### config.mk
export PLATFORM = sky130hd
export DESIGN_NAME = ps2_scan_decoder
export DESIGN_NICKNAME = d
export VERILOG_FILES = /design/src/rtl/ps2_scan_decoder.sv
export SDC_FILE = /design/constraint.sdc
export NUM_CORES = 1
export LEC_CHECK = 0
export CAP_MARGIN = 20
export CORE_MARGIN = 10
export CORE_UTILIZATION = 30
export CTS_CLUSTER_SIZE = 14
export DETAILED_ROUTE_END_ITERATION = 10
export PLACE_DENSITY_LB_ADDON = 0.2
export SETUP_SLACK_MARGIN = 0.1
export SYNTH_ARGS = -nofsm -noshare
export SYNTH_HDL_FRONTEND = slang
export SYNTH_SLANG_ARGS = --single-unit
### constraint.sdc
create_clock -name clk -period 7.8 [get_ports clk]
set_input_delay 0.78 -clock clk [delete_from_list [all_inputs] [get_ports clk]]
set_output_delay 0.78 -clock clk [all_outputs]
set_load 0.03 [all_outputs]
### src/rtl/ps2_scan_decoder.sv
// PS/2 scan-code decoder: folds E0/F0/E1 prefixes into {ext, brk, code} events,
// tracks modifier/caps-lock state and buffers events in a first-word fall-through FIFO.
module ps2_scan_decoder #(
  parameter int unsigned FIFO_DEPTH  = 4,
  parameter int unsigned TIMEOUT_CYC = 1000000
) (
  input  logic       clk,
  input  logic       arst_n,
  input  logic [7:0] rx_data,
  input  logic       rx_valid,
  input  logic       rx_err,
  output logic [9:0] evt_data,
  output logic       evt_valid,
  input  logic       evt_rd,
  output logic [2:0] mods,
  output logic       caps,
  output logic       ovf
);

  localparam int unsigned AW = $clog2(FIFO_DEPTH);
  localparam int unsigned TW = (TIMEOUT_CYC > 2) ? $clog2(TIMEOUT_CYC) : 1;
  localparam logic [TW-1:0] TLAST = TW'(TIMEOUT_CYC - 1);
  localparam logic [AW:0]   FULL_CNT = (AW+1)'(FIFO_DEPTH);

  typedef enum logic [2:0] {
    S_IDLE,
    S_EXT,
    S_BRK,
    S_EXT_BRK,
    S_PAUSE
  } state_t;

  state_t        state_q, state_d;
  logic [2:0]    pcnt_q, pcnt_d;
  logic [TW-1:0] tcnt_q, tcnt_d;
  logic          push;
  logic [9:0]    push_ev;

  logic shift_q, shift_d, ctrl_q, ctrl_d, alt_q, alt_d;
  logic caps_q, caps_d, held58_q, held58_d;

  logic [9:0]    mem_q [FIFO_DEPTH];
  logic [AW-1:0] wr_q, rd_q;
  logic [AW:0]   cnt_q;
  logic          ovf_q;
  logic          pop, full, wr_en;

  always_comb begin
    state_d = state_q;
    pcnt_d  = pcnt_q;
    push    = 1'b0;
    push_ev = '0;
    if (rx_valid && rx_err) begin
      state_d = S_IDLE;
      pcnt_d  = '0;
    end else if (rx_valid) begin
      case (state_q)
        S_IDLE: begin
          case (rx_data)
            8'hE0: state_d = S_EXT;
            8'hF0: state_d = S_BRK;
            8'hE1: begin
              state_d = S_PAUSE;
              pcnt_d  = '0;
            end
            8'h00, 8'hAA, 8'hFA, 8'hFE, 8'hFF: ;
            default: begin
              push    = 1'b1;
              push_ev = {2'b00, rx_data};
            end
          endcase
        end
        S_EXT: begin
          if (rx_data == 8'hF0) begin
            state_d = S_EXT_BRK;
          end else begin
            push    = 1'b1;
            push_ev = {2'b10, rx_data};
            state_d = S_IDLE;
          end
        end
        S_BRK: begin
          push    = 1'b1;
          push_ev = {2'b01, rx_data};
          state_d = S_IDLE;
        end
        S_EXT_BRK: begin
          push    = 1'b1;
          push_ev = {2'b11, rx_data};
          state_d = S_IDLE;
        end
        S_PAUSE: begin
          // E1 plus seven payload bytes collapse into a single pause event
          if (pcnt_q == 3'd6) begin
            push    = 1'b1;
            push_ev = {2'b00, 8'hE1};
            state_d = S_IDLE;
            pcnt_d  = '0;
          end else begin
            pcnt_d = pcnt_q + 3'd1;
          end
        end
        default: state_d = S_IDLE;
      endcase
    end else if (state_q != S_IDLE && tcnt_q == TLAST) begin
      state_d = S_IDLE;
      pcnt_d  = '0;
    end
  end

  always_comb begin
    if (rx_valid || state_q == S_IDLE || tcnt_q == TLAST) begin
      tcnt_d = '0;
    end else begin
      tcnt_d = tcnt_q + 1'b1;
    end
  end

  always_comb begin
    shift_d  = shift_q;
    ctrl_d   = ctrl_q;
    alt_d    = alt_q;
    caps_d   = caps_q;
    held58_d = held58_q;
    if (push) begin
      if (!push_ev[9] && (push_ev[7:0] == 8'h12 || push_ev[7:0] == 8'h59)) shift_d = !push_ev[8];
      if (push_ev[7:0] == 8'h14) ctrl_d = !push_ev[8];
      if (push_ev[7:0] == 8'h11) alt_d = !push_ev[8];
      // Typematic repeats of 0x58 arrive as makes while held; only the first toggles
      if (!push_ev[9] && push_ev[7:0] == 8'h58) begin
        if (push_ev[8]) begin
          held58_d = 1'b0;
        end else begin
          if (!held58_q) caps_d = !caps_q;
          held58_d = 1'b1;
        end
      end
    end
  end

  always_ff @(posedge clk or negedge arst_n) begin
    if (!arst_n) begin
      state_q  <= S_IDLE;
      pcnt_q   <= '0;
      tcnt_q   <= '0;
      shift_q  <= 1'b0;
      ctrl_q   <= 1'b0;
      alt_q    <= 1'b0;
      caps_q   <= 1'b0;
      held58_q <= 1'b0;
    end else begin
      state_q  <= state_d;
      pcnt_q   <= pcnt_d;
      tcnt_q   <= tcnt_d;
      shift_q  <= shift_d;
      ctrl_q   <= ctrl_d;
      alt_q    <= alt_d;
      caps_q   <= caps_d;
      held58_q <= held58_d;
    end
  end

  assign pop   = evt_rd && (cnt_q != '0);
  assign full  = (cnt_q == FULL_CNT);
  assign wr_en = push && (!full || pop);

  always_ff @(posedge clk or negedge arst_n) begin
    if (!arst_n) begin
      for (int unsigned i = 0; i < FIFO_DEPTH; i++) mem_q[i] <= '0;
      wr_q  <= '0;
      rd_q  <= '0;
      cnt_q <= '0;
      ovf_q <= 1'b0;
    end else begin
      if (wr_en) begin
        mem_q[wr_q] <= push_ev;
        wr_q        <= wr_q + 1'b1;
      end
      if (pop) rd_q <= rd_q + 1'b1;
      if (wr_en && !pop) begin
        cnt_q <= cnt_q + 1'b1;
      end else if (!wr_en && pop) begin
        cnt_q <= cnt_q - 1'b1;
      end
      if (push && full && !pop) ovf_q <= 1'b1;
    end
  end

  assign evt_data  = mem_q[rd_q];
  assign evt_valid = (cnt_q != '0);
  assign mods      = {alt_q, ctrl_q, shift_q};
  assign caps      = caps_q;
  assign ovf       = ovf_q;

endmodule

==> reports/qor.txt <==
Pin count of the biggest net entering global routing: 80
FP Rows: 42
Gate power share: 33.5%
Synth top area share: 48.1%
Synthesized cell area: 4110 µm²
Starting Density: 30.8%
GRT Resource Usage Total: 10.9%
CTS buffer count: 9
Final #Nets: 406
Initial DRC count: 174
Max FO, Critical Path: 17
Clk sinks: 79
Clock slew at reported path FFs: 60 ps
#FFs+latches synth: 79
DRC viols: 0
Placed cells: 550
Fin. Hold Viols: 0
Max Root-Sink Buffers: 2
Port Buf Inserts: 28
Initial antenna violation count: 0
Final Power: 1570 µW
CTS tree: built
Via Count: 2919
Clock power frac: 27.0%
Worst slew margin: 50.7%
Congestion Overflow GR: 0
Top cells by area, synth: dfrtp_1, mux4_2, o2bb2ai_1
Top_reg_cell synth: dfrtp_1
RSZ-0062 raised after global routing: false
Sequential fraction of the synthesis area: 48.1%
CTS resizes: 0
FMAX: 0.256 GHz
Max-slew violations: 0
Crit path max-delay cell type: clkdlybuf4s50_1
CTS Root Cell: clkbuf_16
First-pass DRT Iterations: 4
Synth cell types: 62
Power density cells: 326 nW/µm²
Yosys warns: 0
WL/cell: 16.8 µm
Core area: 13300 µm²
Synth Instances: 366
CP Launch Type: primary input
CP max stage delay: 600 ps
Peak supply drop: 0.145 mV
Vert. Die Dim: 137 µm
Leak: 0.00192 µW
Die area: 18800 µm²
Arr. time, crit path: 4140 ps
Layout cells sized above 1: 12.8%
Psw: 531 µW
Post CTS Setup Buffer Count: 0
Hold Crit Class: in -> async
First-pass GRT wire length: 15.9 mm
Hold_buf cts: 0
Syn Area/Cell: 11.2 µm²
Remaining antenna violation count: 0
Status: finished, final reports clean
Most frequent cells in the layout: dfrtp_1, nor2_1, clkdlybuf4s50_1
Clk_lat worst skew: 350 ps
Final Critical Period: 3910 ps
Final cell count without fillers: 566
Final Skew: 8.24 ps
Mean number of vias per cell: 5.16
Worst path bufs/invs: 2
Yosys top cell by area: dfrtp_1
Worst Tran Pin Value: 740 ps
Die X: 137 µm
Critical path, cell by cell: clkdlybuf4s50_1, or3_1, a221o_1, nand4_1, a21o_1, a21oi_2, ha_1, inv_1, fa_1, mux2_2
Setup Viol. Count Final: 0
Number of synthesized flops with an enable pin: 0
Switching share of power: 33.8%
Inserted Diodes: 0
Final Wtd Congestion: 0.821
Area Overhead vs Synth: 17.3%
Final worst path period share: 50.1%
Final WL: 9.53 mm
I/O pins: 29
DP HPWL: 6.65 mm
Crit path capture type: flop
Int Pwr: 1040 µW
FFs w/ async S/R, synth: 100%
CTS H-tree depth: 3
Most common cell after layout, fill and taps aside: dfrtp_1
Max-cap violation count: 0
Design area: 4820 µm²
CP top delay family: compound AO/OA/AOI/OAI gates
CP Data Required Time: 8030 ps
Worst Setup Path Type: in -> reg
Setup TNS: 0 ps
Reg power frac: 39.5%
Syn Nets: 386
R2R cell count: 10
Post-DP Area: 4490 µm²
Vias in the first global route: 3039
Worst path depth: 10
[path summary, 6_finish.rpt]
check,startpoint,to,slack (ps)
max reg2reg,state_q[1]$_DFFE_PN0P_,cnt_q[2]$_DFFE_PN0P_,4780
min reg2reg,tcnt_q[0]$_DFF_PN0_,tcnt_q[0]$_DFF_PN0_,450
max,rx_data[4],cnt_q[1]$_DFFE_PN0P_,3890
min,arst_n,mem_q[30]$_DFFE_PN0P_,300
max in group asynchronous,arst_n,tcnt_q[14]$_DFF_PN0_,6910
min in group clk,tcnt_q[0]$_DFF_PN0_,tcnt_q[0]$_DFF_PN0_,450
[state kept, by name, summed over array words and instances, names as in the netlist]
signal,flops
shift_q,1
held58_q,1
alt_q,1
pcnt_q,3
mem_q,40
ovf,1
tcnt_q,20
cnt_q,3
wr_q,2
state_q,3
rd_q,2
ctrl_q,1
caps,1
[worst reg2reg max path, stage by stage, from the launching register on]
cell	delay, ps
dfrtp_1	440
nor2_1	400
nand4_1	230
a21o_1	460
a21oi_2	320
ha_1	230
inv_1	60
fa_1	380
xor2_1	150
nor2_1	120
xor2_1	150
[cell families (layout without fill, tap and decap cells)]
| kind of cell | Yosys count | in the layout | share of synthesized area, % |
|---|---|---|---|
| buffers and inverters | 26 | 50 | 3.32 |
| multiplexers | 24 | 24 | 9.32 |
| AO/OA/AOI/OAI | 75 | 75 | 14.4 |
| adder cells (fa/ha/maj) | 7 | 7 | 2.32 |
| XOR/XNOR | 23 | 23 | 5.09 |
| flip-flops | 79 | 79 | 48.1 |
| AND/OR/NAND/NOR | 132 | 132 | 17.4 |
[power by group through the flow]
stage / Combinational, µW / Clock [µW] / Sequential, µW
2_1_floorplan: 387 / 0 / 583
3_3_place_gp: 524 / 0 / 623
3_5_place_dp: 534 / 0 / 628
4_1_cts: 535 / 440 / 621
5_1_grt: 569 / 451 / 639
6_report: 527 / 423 / 620
[Yosys cell counts, types with 5 or more instances]
| cell | count |
|---|---|
| nor3_1 | 11 |
| xnor2_1 | 12 |
| o32a_1 | 8 |
| nand4_1 | 8 |
| nand3_1 | 16 |
| mux2_1 | 10 |
| a21o_1 | 9 |
| ha_1 | 6 |
| nor2_1 | 33 |
| a21oi_2 | 5 |
| a21oi_1 | 5 |
| o21ai_0 | 7 |
| clkbuf_1 | 6 |
| xor2_1 | 10 |
| and3_1 | 5 |
| inv_1 | 6 |
| buf_2 | 7 |
| mux4_2 | 10 |
| dfrtp_1 | 79 |
| nand2_1 | 25 |
| o2bb2ai_1 | 20 |
[cell type report]
class / count / area, µm²
clock inverter: 5 / 58.8
sequential: 79 / 1980
inverter: 6 / 22.5
multi-input combinational: 261 / 1990
timing repair buffer: 29 / 305
clock buffer: 10 / 239
tap: 176 / 220
fill: 1339 / 8530
[metrics by stage]
stage	utilization, %	worst slack (ps)	hold WS, ps
after detailed placement	33.6	3550	447
final	36.1	3890	297
after floorplan	-	4580	424
after CTS	35.9	3930	454
after global routing	36.1	3660	304
after global placement	33.6	3670	435
[layer usage]
layer | wire length, µm | global-route usage [%] | up-vias | share of wire (%)
met5 | 0 | 0 | - | 0
met1 | 4250 | 13.0 | 1468 | 45
met3 | 440 | 3.04 | 12 | 4.6
met4 | 172 | 4.74 | 0 | 1.8
li1 | - | - | 1387 | -
met2 | 4670 | 17.8 | 52 | 49
Power figures use the tool's default switching activity.
